**config.mk**
```make
export PLATFORM = sky130hd
export DESIGN_NAME = instruction_fetch_unit
export DESIGN_NICKNAME = d
export VERILOG_FILES = /design/src/rtl/instruction_fetch_unit.sv
export SDC_FILE = /design/constraint.sdc
export NUM_CORES = 1
export LEC_CHECK = 0
export ABC_AREA = 1
export CAP_MARGIN = 20
export CORE_MARGIN = 2
export CORE_UTILIZATION = 45
export CTS_BUF_LIST = sky130_fd_sc_hd__clkbuf_16
export DETAILED_ROUTE_END_ITERATION = 6
export PLACE_DENSITY = 0.84
export SYNTH_ARGS = -nofsm -noshare
export SYNTH_HDL_FRONTEND = slang
export SYNTH_SLANG_ARGS = --single-unit
```
**constraint.sdc**
```tcl
create_clock -name clk -period 2.2 [get_ports clk]
set_input_delay 0.55 -clock clk [delete_from_list [all_inputs] [get_ports clk]]
set_output_delay 0.55 -clock clk [all_outputs]
set_load 0.03 [all_outputs]
```
**src/rtl/instruction_fetch_unit.sv**
```systemverilog
// IF stage of the 5-stage RV32I pipeline: owns the PC, addresses the instruction ROM
// combinationally and registers instruction/PC/PC+4 into the IF/ID register.
module instruction_fetch_unit #(
  parameter logic [31:0] RESET_VECTOR = 32'h0000_0000,
  parameter int          ROM_AW       = 12,
  parameter int          BOOT_CYCLES  = 1,
  parameter logic [31:0] NOP_INSN     = 32'h0000_0013
) (
  input  logic              clk,
  input  logic              rst,
  output logic [ROM_AW-1:0] instruction_memory_address,
  input  logic [31:0]       instruction_memory_data,
  input  logic              stall,
  input  logic              redirect_valid,
  input  logic [31:0]       redirect_target,
  output logic [31:0]       if_id_instruction,
  output logic [31:0]       if_id_pc,
  output logic [31:0]       if_id_pc_plus4,
  output logic              if_id_valid,
  output logic              fetch_fault,
  output logic [31:0]       fetch_count
);

  typedef enum logic [1:0] {ST_BOOT, ST_RUN, ST_FAULT} state_t;

  localparam int             BCW       = (BOOT_CYCLES > 1) ? $clog2(BOOT_CYCLES) : 1;
  localparam logic [BCW-1:0] BOOT_LAST = BCW'(BOOT_CYCLES - 1);

  state_t         state;
  logic [31:0]    pc;
  logic [BCW-1:0] boot_cnt;
  logic           out_of_range;

  // stall and redirect_valid are level-sensitive requests with no handshake back:
  // they are sampled on every rising edge in RUN, redirect taking priority.
  assign instruction_memory_address = pc[ROM_AW+1:2];
  assign out_of_range               = (pc >> (ROM_AW + 2)) != 32'd0;

  always_ff @(posedge clk) begin
    if (rst) begin
      state             <= ST_BOOT;
      pc                <= RESET_VECTOR;
      boot_cnt          <= '0;
      if_id_instruction <= NOP_INSN;
      if_id_pc          <= 32'd0;
      if_id_pc_plus4    <= 32'd0;
      if_id_valid       <= 1'b0;
      fetch_fault       <= 1'b0;
      fetch_count       <= 32'd0;
    end else begin
      case (state)
        ST_BOOT: begin
          boot_cnt <= boot_cnt + BCW'(1);
          if (boot_cnt == BOOT_LAST) state <= ST_RUN;
        end
        ST_RUN: begin
          if (redirect_valid) begin
            // Bubble keeps the previous pc fields; only instruction/valid change.
            pc                <= redirect_target;
            if_id_instruction <= NOP_INSN;
            if_id_valid       <= 1'b0;
            if (redirect_target[1:0] != 2'b00) begin
              state       <= ST_FAULT;
              fetch_fault <= 1'b1;
            end
          end else if (!stall) begin
            if (out_of_range) begin
              if_id_instruction <= NOP_INSN;
              if_id_valid       <= 1'b0;
              state             <= ST_FAULT;
              fetch_fault       <= 1'b1;
            end else begin
              if_id_instruction <= instruction_memory_data;
              if_id_pc          <= pc;
              if_id_pc_plus4    <= pc + 32'd4;
              if_id_valid       <= 1'b1;
              pc                <= pc + 32'd4;
              fetch_count       <= fetch_count + 32'd1;
            end
          end
        end
        ST_FAULT: begin
          if_id_instruction <= NOP_INSN;
          if_id_valid       <= 1'b0;
          fetch_fault       <= 1'b1;
        end
        default: begin
          state       <= ST_FAULT;
          fetch_fault <= 1'b1;
        end
      endcase
    end
  end

endmodule

```
Word level (Yosys, flattened, before mapping)
Index checks and enable logic that the tools add are counted.
{"block": "word_totals", "register_bits": 165, "inputBits": 68, "elab_cells": 56}
{"block": "classes", "n_addsub": 3, "eq_ne": 8, "n_mux": 22, "bitwise_logic": 5, "n_reduce_logical": 9}
{"operator": "$mux W32", "count": 6}
{"operator": "$pmux W32 S2", "count": 1}
{"operator": "$add A32 B1 Y32 const B", "count": 1}
{"operator": "$add A32 B3 Y32 const B", "count": 1}
{"operator": "$reduce_bool A32 Y1", "count": 1}
{"operator": "$mux W2", "count": 5}
{"operator": "$ne A3 B3 Y1 const B", "count": 3}
{"operator": "$reduce_and A4 Y1", "count": 2}
{"operator": "$mux W1", "count": 7}
{"operator": "$pmux W2 S3", "count": 1}
{"operator": "$not A1 Y1", "count": 5}
{"operator": "$reduce_and A5 Y1", "count": 1}
{"operator": "$ne A2 B2 Y1 const B", "count": 2}
{"operator": "$pmux W1 S2", "count": 2}
{"operator": "$reduce_bool A2 Y1", "count": 2}
{"operator": "$reduce_and A3 Y1", "count": 1}
{"operator": "$eq A2 B1 Y1 const B", "count": 1}
{"operator": "$eq A2 B2 Y1 const B", "count": 1}
{"operator": "$logic_not A2 Y1", "count": 1}
{"operator": "$ne A2 B1 Y1 const B", "count": 1}
{"operator": "$reduce_and A2 Y1", "count": 1}
{"operator": "$add A1 B1 Y1 const B", "count": 1}

Depth between registers and ports, before layout
Gate-level depths: netlist (run 1).
{"block": "logic_depth", "word_depth": 5, "depth_mapped": 10, "depth_no_buf": 10}

Worst setup path after synthesis (run 1)
OpenSTA, ideal clock, no wires.
{"block": "synth_timing", "kind": "register to register", "start": "reg fetch_count[0]", "end": "reg fetch_count[16]", "setup_ns": 0.070, "t_arrival_ns": 1.759, "path_slack_ns": 0.371, "path_stages_with_launch": 9, "period_less_slack_ns": 1.829, "path_cell_list": "dfxtp_1 ha_1 inv_1 nor2_1 nand2_1 nor2_1 xor2_1 nand2_1 a21oi_1"}
{"block": "synth_between", "elab_chain_len": 1}
{"item": "start, declared", "line_no": "21", "rtl": "output logic [31:0] fetch_count"}
{"item": "start signal, assigned", "line_no": "78", "rtl": "fetch_count <= fetch_count + 32'd1;"}
{"item": "$add A32 B1 Y32", "line_no": "78"}
No other way between the ends.
A chain may end at the register's enable or synchronous reset.

Worst setup path in the final report (run 1)
{"block": "layout_timing", "start": "reg fetch_count[5]", "end": "out fetch_count[5]"}
No word-level cell between the ends.

==> flow_metrics.py, run 1 <==
metrics = {
    "pwr": {
        "ir_worst_vdd_mv": 0.602,
        "pwr-share-clk_pct": 35.5,
        "p_int_uw": 5440,
        "swShare_pct": 33.3,
        "leakage_uw": 0.00415,
        "power_frac_comb_pct": 23.1,
        "switchingPower_uw": 2720,
        "seq_power_share_pct": 41.3,
        "powerDensity_nw_per_um2": 814,
    },
    "route": {
        "vias": 7264,
        "wl_per_cell_um": 14.1,
        "antenna_left": 0,
        "drt_iter0_drc": 705,
        "wl_mm": 20.4,
        "drtPass1Iterations": 5,
        "drc": 0,
        "via_per_inst": 5.03,
    },
    "synthesis": {
        "syn_inst": 1028,
        "yosysMostFrequentCell": "nand2_1",
        "synth_top_flop_cell": "dfxtp_1",
        "synth_edf_count": 0,
        "yosysSeqAreaShare_pct": 46.1,
        "syn-num-nets": 1098,
        "yosys_warnings": 0,
        "synth_top_area_share_pct": 46.1,
        "async_reset_ff_share_pct": 0,
        "ys_types": 28,
        "synth_common_cells": "nand2_1 (386), dfxtp_1 (163), nor2_1 (147)",
        "synth_area_um2": 7080,
        "yosys.area.top_type": "dfxtp_1",
        "ys_ff_latch": 163,
        "synth_area_leaders": "dfxtp_1 (46%), nand2_1 (20%), nor2_1 (7.8%), a21oi_1 (6.6%), inv_1 (2.8%)",
        "syn_avg_cell_area_um2": 6.88,
    },
    "layout": {
        "multi_input_area_um2": 3280,
        "drive_above_1_share_pct": 5.76,
        "diodes": 0,
        "fillCellCount": 1278,
        "fin_nets": 1290,
        "area_delta_synth_final_pct": 41.6,
        "final_core_utilization_pct": 65.7,
        "seqCellArea_um2": 3260,
    },
    "timing": {
        "grt_setup_unrepaired": "false",
        "fin_crit_sh_pct": 97.2,
        "skew_ns": 0.0105,
        "worst_slew_pin_slew_ns": 0.553,
        "max_freq_mhz": 468,
        "final_hold_viol_count": 0,
        "drv_slew": 0,
        "slew_headroom_pct": 63.0,
        "setup_viol": 0,
        "fin_setup_tns_ns": 0,
        "fin_crit_ns": 2.14,
    },
    "clock_network": {
        "numCtsBuffers": 17,
        "cts_buffer_depth": 2,
        "ctsRootBufferMaster": "clkbuf_16",
        "clock_sinks": 163,
        "clkSlewWorstSetupHoldPaths_ns": 0.07,
        "clock_latency_ns": 0.43,
        "hold_buffers": 0,
        "cts_tree": "yes",
        "htreeDepth": 4,
    },
    "setup_path": {
        "start_kind": "flip-flop",
        "cp_cell_sequence": "clkdlybuf4s50_1",
        "critPathKind": "reg -> out",
        "worst-path-max-fanout": 5,
        "cp_top_family": "buffers and inverters",
        "cp_slowest_cell": "clkdlybuf4s50_1",
        "cp-end-kind": "output port",
        "crit_arrival_ns": 1.59,
        "cp_num_buf_inv": 1,
        "max_stage_delay_ns": 0.72,
        "cp.required_ns": 1.65,
    },
    "global_route": {
        "grt_overflow": 0,
        "grt_pass1_vias": 6547,
        "grt_pass1_wl_mm": 32.4,
        "antenna_found_initial": 0,
        "grt_usage_pct": 24.4,
        "grt_max_degree": 73,
    },
    "floorplan": {
        "ioPinCount": 210,
        "die_x_um": 129,
        "start_util_pct": 46.4,
        "die-area_um2": 16700,
        "placementRows": 45,
        "core_um2": 15300,
        "die_height_um": 129,
    },
    "place": {
        "dp_hpwl_mm": 14.4,
        "place_congestion": 0.950,
        "place.port_buffers": 209,
    },
    "outcome": {
        "status": "completed",
    },
    "worst_hold_path": {
        "min_path_type": "reg -> reg",
    },
    "job": {
        "maxCapViolations": 0,
    },
}
==> power groups by stage <==
stage,registers [uW],clock network (uW),logic (uW)
after floorplan,3460,0,1220
after global placement,3420,0,1840
after detailed placement,3430,0,1890
after CTS,3370,2960,1900
after global routing,3400,3110,2060
final,3370,2900,1890
==> path summary, 6_finish.rpt <==
check | from | end | slack [ns] | depth (start not counted)
max | fetch_count[5]$_SDFFE_PP0P_ | fetch_count[5] | 0.06 | 1
min | if_id_pc_plus4[30]$_SDFFE_PP0P_ | if_id_pc_plus4[30]$_SDFFE_PP0P_ | 0.44 | 2
max reg2reg | pc[2]$_SDFFE_PP0P_ | if_id_pc_plus4[10]$_SDFFE_PP0P_ | 0.29 | 7
min reg2reg | if_id_pc_plus4[30]$_SDFFE_PP0P_ | if_id_pc_plus4[30]$_SDFFE_PP0P_ | 0.44 | 2
==> sequential cells by signal, indices dropped and copies added, names as in the netlist <==
| signal | flops |
|---|---|
| if_id_valid | 1 |
| if_id_instruction | 32 |
| pc | 32 |
| if_id_pc_plus4 | 30 |
| fetch_count | 32 |
| fetch_fault | 1 |
| state | 2 |
| if_id_pc | 32 |
| boot_cnt | 1 |
==> metal layers <==
metal  part of all wire [%]  global-route usage [%]  vias up
met4                    2.5                    9.21        0
met1                     41                    30.9     3325
met2                     49                    39.3      291
li1                       -                       -     3603
met5                      0                       0        -
met3                    7.7                    7.18       45
==> worst register-to-register path: cells and delay by family, from the launching register on <==
kind,cells,cell delay [ns]
compound gates,1,0.05
fa+ha+maj,1,0.24
flops,1,0.48
simple gates,5,1.02
==> logic make-up after synthesis <==
family                     after synthesis  synth area share (%)
and+or+nand+nor                        582                  32.7
DFF                                    163                  46.1
AOI/OAI and AO/OA                      145                  11.0
buffers and inverters                  118                  7.60
xor gates and xnor gates                18                  2.23
adders and majority gates                2                 0.354
==> timing repair <==
item | CTS | global route
gates resized for setup | 3 | 20
buffers inserted | 0 | 0
endpoints found under the setup margin | 3 | 20
cloned | 0 | 0
==> placed cells by master, fill, tap and decap left out, drive strengths merged, types with 2 or more instances in the layout <==
cell type / count
dlymetal6s2s: 20
clkbuf: 17
dfxtp: 163
clkinv: 4
nand2: 387
nand3: 34
xor2: 11
or2: 3
clkdlybuf4s50: 185
xnor2: 7
buf: 28
a22oi: 17
ha: 2
nand4: 5
and2: 3
nor2: 150
inv: 65
a21oi: 93
o22ai: 3
dlygate4sd2: 3
o21ai: 30
==> metrics by stage <==
step | hold WS, ns | total power (uW) | worst slack, ns | cells | cell area [um2]
after floorplan | 0.426 | 4680 | 0.371 | 1028 | 7080
after global placement | 0.425 | 5270 | 0.121 | 1412 | 9390
after detailed placement | 0.428 | 5320 | 0.0688 | 1412 | 9390
after CTS | 0.440 | 8220 | 0.00541 | 1444 | 9970
after global routing | 0.452 | 8580 | 0.00366 | 1444 | 10000
final | 0.439 | 8160 | 0.0621 | 1444 | 10000
==> layout make-up <==
cell class	instances	share of cell area [%]
sequential	163	32.6
clock buffer	17	4.25
inverter	55	2.06
timing repair buffer	236	24.2
multi-input combinational	747	32.7
tap	211	2.64
clock inverter	15	1.57
No activity file was read; power rests on OpenSTA's default activity.
==> run 2: changes to the inputs <==
--- a/config.mk
+++ b/config.mk
@@ -6,7 +6,6 @@
 export NUM_CORES = 1
 export LEC_CHECK = 0
 export ABC_AREA = 1
-export CAP_MARGIN = 20
 export CORE_MARGIN = 2
 export CORE_UTILIZATION = 45
 export CTS_BUF_LIST = sky130_fd_sc_hd__clkbuf_16
==> constraint.sdc (replaced) <==
create_clock -name clk -period 2.45 [get_ports clk]
set_input_delay 0.6125 -clock clk [delete_from_list [all_inputs] [get_ports clk]]
set_output_delay 0.6125 -clock clk [all_outputs]
set_load 0.03 [all_outputs]
==> flow_metrics.py, run 2 (same netlist as run 1, synthesis figures left out) <==
metrics = {
    "timing": {
        "fin_crit_ns": 2.28,
        "drv_slew": 0,
        "final_hold_viol_count": 0,
        "grt_setup_unrepaired": "false",
        "fin_setup_tns_ns": 0,
        "setup_viol": 0,
        "max_freq_mhz": 438,
        "skew_ns": 0.00806,
        "layout_setup_ws_ns": 0.165,
        "worst_slew_pin_slew_ns": 0.554,
        "slew_headroom_pct": 63.1,
        "fin_crit_sh_pct": 93.3,
    },
    "clock_network": {
        "numCtsBuffers": 17,
        "cts_buffer_depth": 2,
        "post_cts_buffers": 0,
        "clkSlewWorstSetupHoldPaths_ns": 0.07,
        "htreeDepth": 4,
        "hold_buffers": 0,
        "post_cts_resized": 0,
        "clock_sinks": 163,
        "cts_tree": "yes",
        "clock_latency_ns": 0.43,
        "ctsRootBufferMaster": "clkbuf_16",
    },
    "worst_hold_path": {
        "min_path_type": "reg -> reg",
    },
    "setup_path": {
        "cp_top_family": "buffers and inverters",
        "cp-end-kind": "output port",
        "crit_arrival_ns": 1.67,
        "worst-path-max-fanout": 7,
        "cp_num_buf_inv": 1,
        "cp.required_ns": 1.84,
        "start_kind": "flip-flop",
        "critPathKind": "reg -> out",
        "cp_slowest_cell": "clkdlybuf4s50_1",
        "cp_cell_sequence": "clkdlybuf4s50_1",
        "max_stage_delay_ns": 0.74,
    },
    "route": {
        "wl_per_cell_um": 14.0,
        "drc": 0,
        "drt_iter0_drc": 484,
        "wl_mm": 20.1,
        "vias": 7157,
        "drtPass1Iterations": 5,
        "antenna_left": 0,
        "via_per_inst": 4.99,
    },
    "layout": {
        "fin_nets": 1281,
        "layout_commonest_cell": "nand2_1",
        "diodes": 0,
        "final_cell_mix": "nand2_1 (386), clkdlybuf4s50_1 (208), dfxtp_1 (163)",
        "drive_above_1_share_pct": 5.07,
        "fillCellCount": 1337,
        "area_delta_synth_final_pct": 40.2,
    },
    "pwr": {
        "powerDensity_nw_per_um2": 742,
        "leakage_uw": 0.00373,
        "total_power_uw": 7360,
        "ir_worst_vdd_mv": 0.544,
    },
    "floorplan": {
        "core_um2": 15300,
        "die_x_um": 129,
        "placementRows": 45,
        "start_util_pct": 46.4,
        "die-area_um2": 16700,
        "ioPinCount": 210,
        "die_height_um": 129,
    },
    "place": {
        "pre_cts_slack_ns": 0.201,
        "place_congestion": 0.928,
        "dp_hpwl_mm": 14.2,
        "place.port_buffers": 209,
    },
    "global_route": {
        "grt_pass1_vias": 6633,
        "antenna_found_initial": 0,
        "grt_max_degree": 128,
        "grt_overflow": 0,
        "grt_usage_pct": 23.6,
        "grt_pass1_wl_mm": 31.7,
    },
    "outcome": {
        "status": "completed",
    },
    "job": {
        "maxCapViolations": 0,
    },
}
-- run 2: layout make-up --
type                            count  area [um2]  area share, %
Multi-Input combinational cell    747        3280           33.0
Sequential cell                   163        3260           32.9
Timing Repair Buffer              227        2300           23.2
Clock buffer                       17         425           4.29
Tap cell                          211         264           2.66
Inverter                           55         206           2.08
Clock inverter                     15         184           1.85
-- run 2: worst register-to-register path, delay by kind of cell, from the launching register on --
family	cells	cell delay (ns)
and+or+nand+nor	6	1.01
DFF	1	0.49
adders and majority gates	1	0.25
AOI/OAI and AO/OA	1	0.07
-- run 2: layer usage --
layer	GRT usage, %	part of all wire, %
met1	29.1	41
met4	10.5	3.5
met5	0	0
met3	6.23	7.2
met2	39.0	48
-- run 2: worst paths after layout --
check	from	to	slack [ns]	cells past startpoint
hold reg to reg	if_id_pc_plus4[18]$_SDFFE_PP0P_	if_id_pc_plus4[18]$_SDFFE_PP0P_	0.44	2
setup / recovery	fetch_count[26]$_SDFFE_PP0P_	fetch_count[26]	0.17	1
setup reg to reg	pc[2]$_SDFFE_PP0P_	pc[10]$_SDFFE_PP0P_	0.49	8
hold / removal	if_id_pc_plus4[18]$_SDFFE_PP0P_	if_id_pc_plus4[18]$_SDFFE_PP0P_	0.44	2
-- run 2: power breakdown --
group | switching, uW | total, uW | internal [uW]
Clock | 1270 | 2660 | 1390
Sequential | 171 | 3030 | 2860
Combinational | 1030 | 1680 | 649
-- run 2: through the flow --
step	util (%)	std cells	hold slack, ns	instance area (um2)
3_5_place_dp	61.0	1403	0.428	9310
3_3_place_gp	61.0	1403	0.425	9310
6_report	65.0	1435	0.440	9920
4_1_cts	65.0	1435	0.443	9920
2_1_floorplan	-	1028	0.426	7080
5_1_grt	65.0	1435	0.450	9920
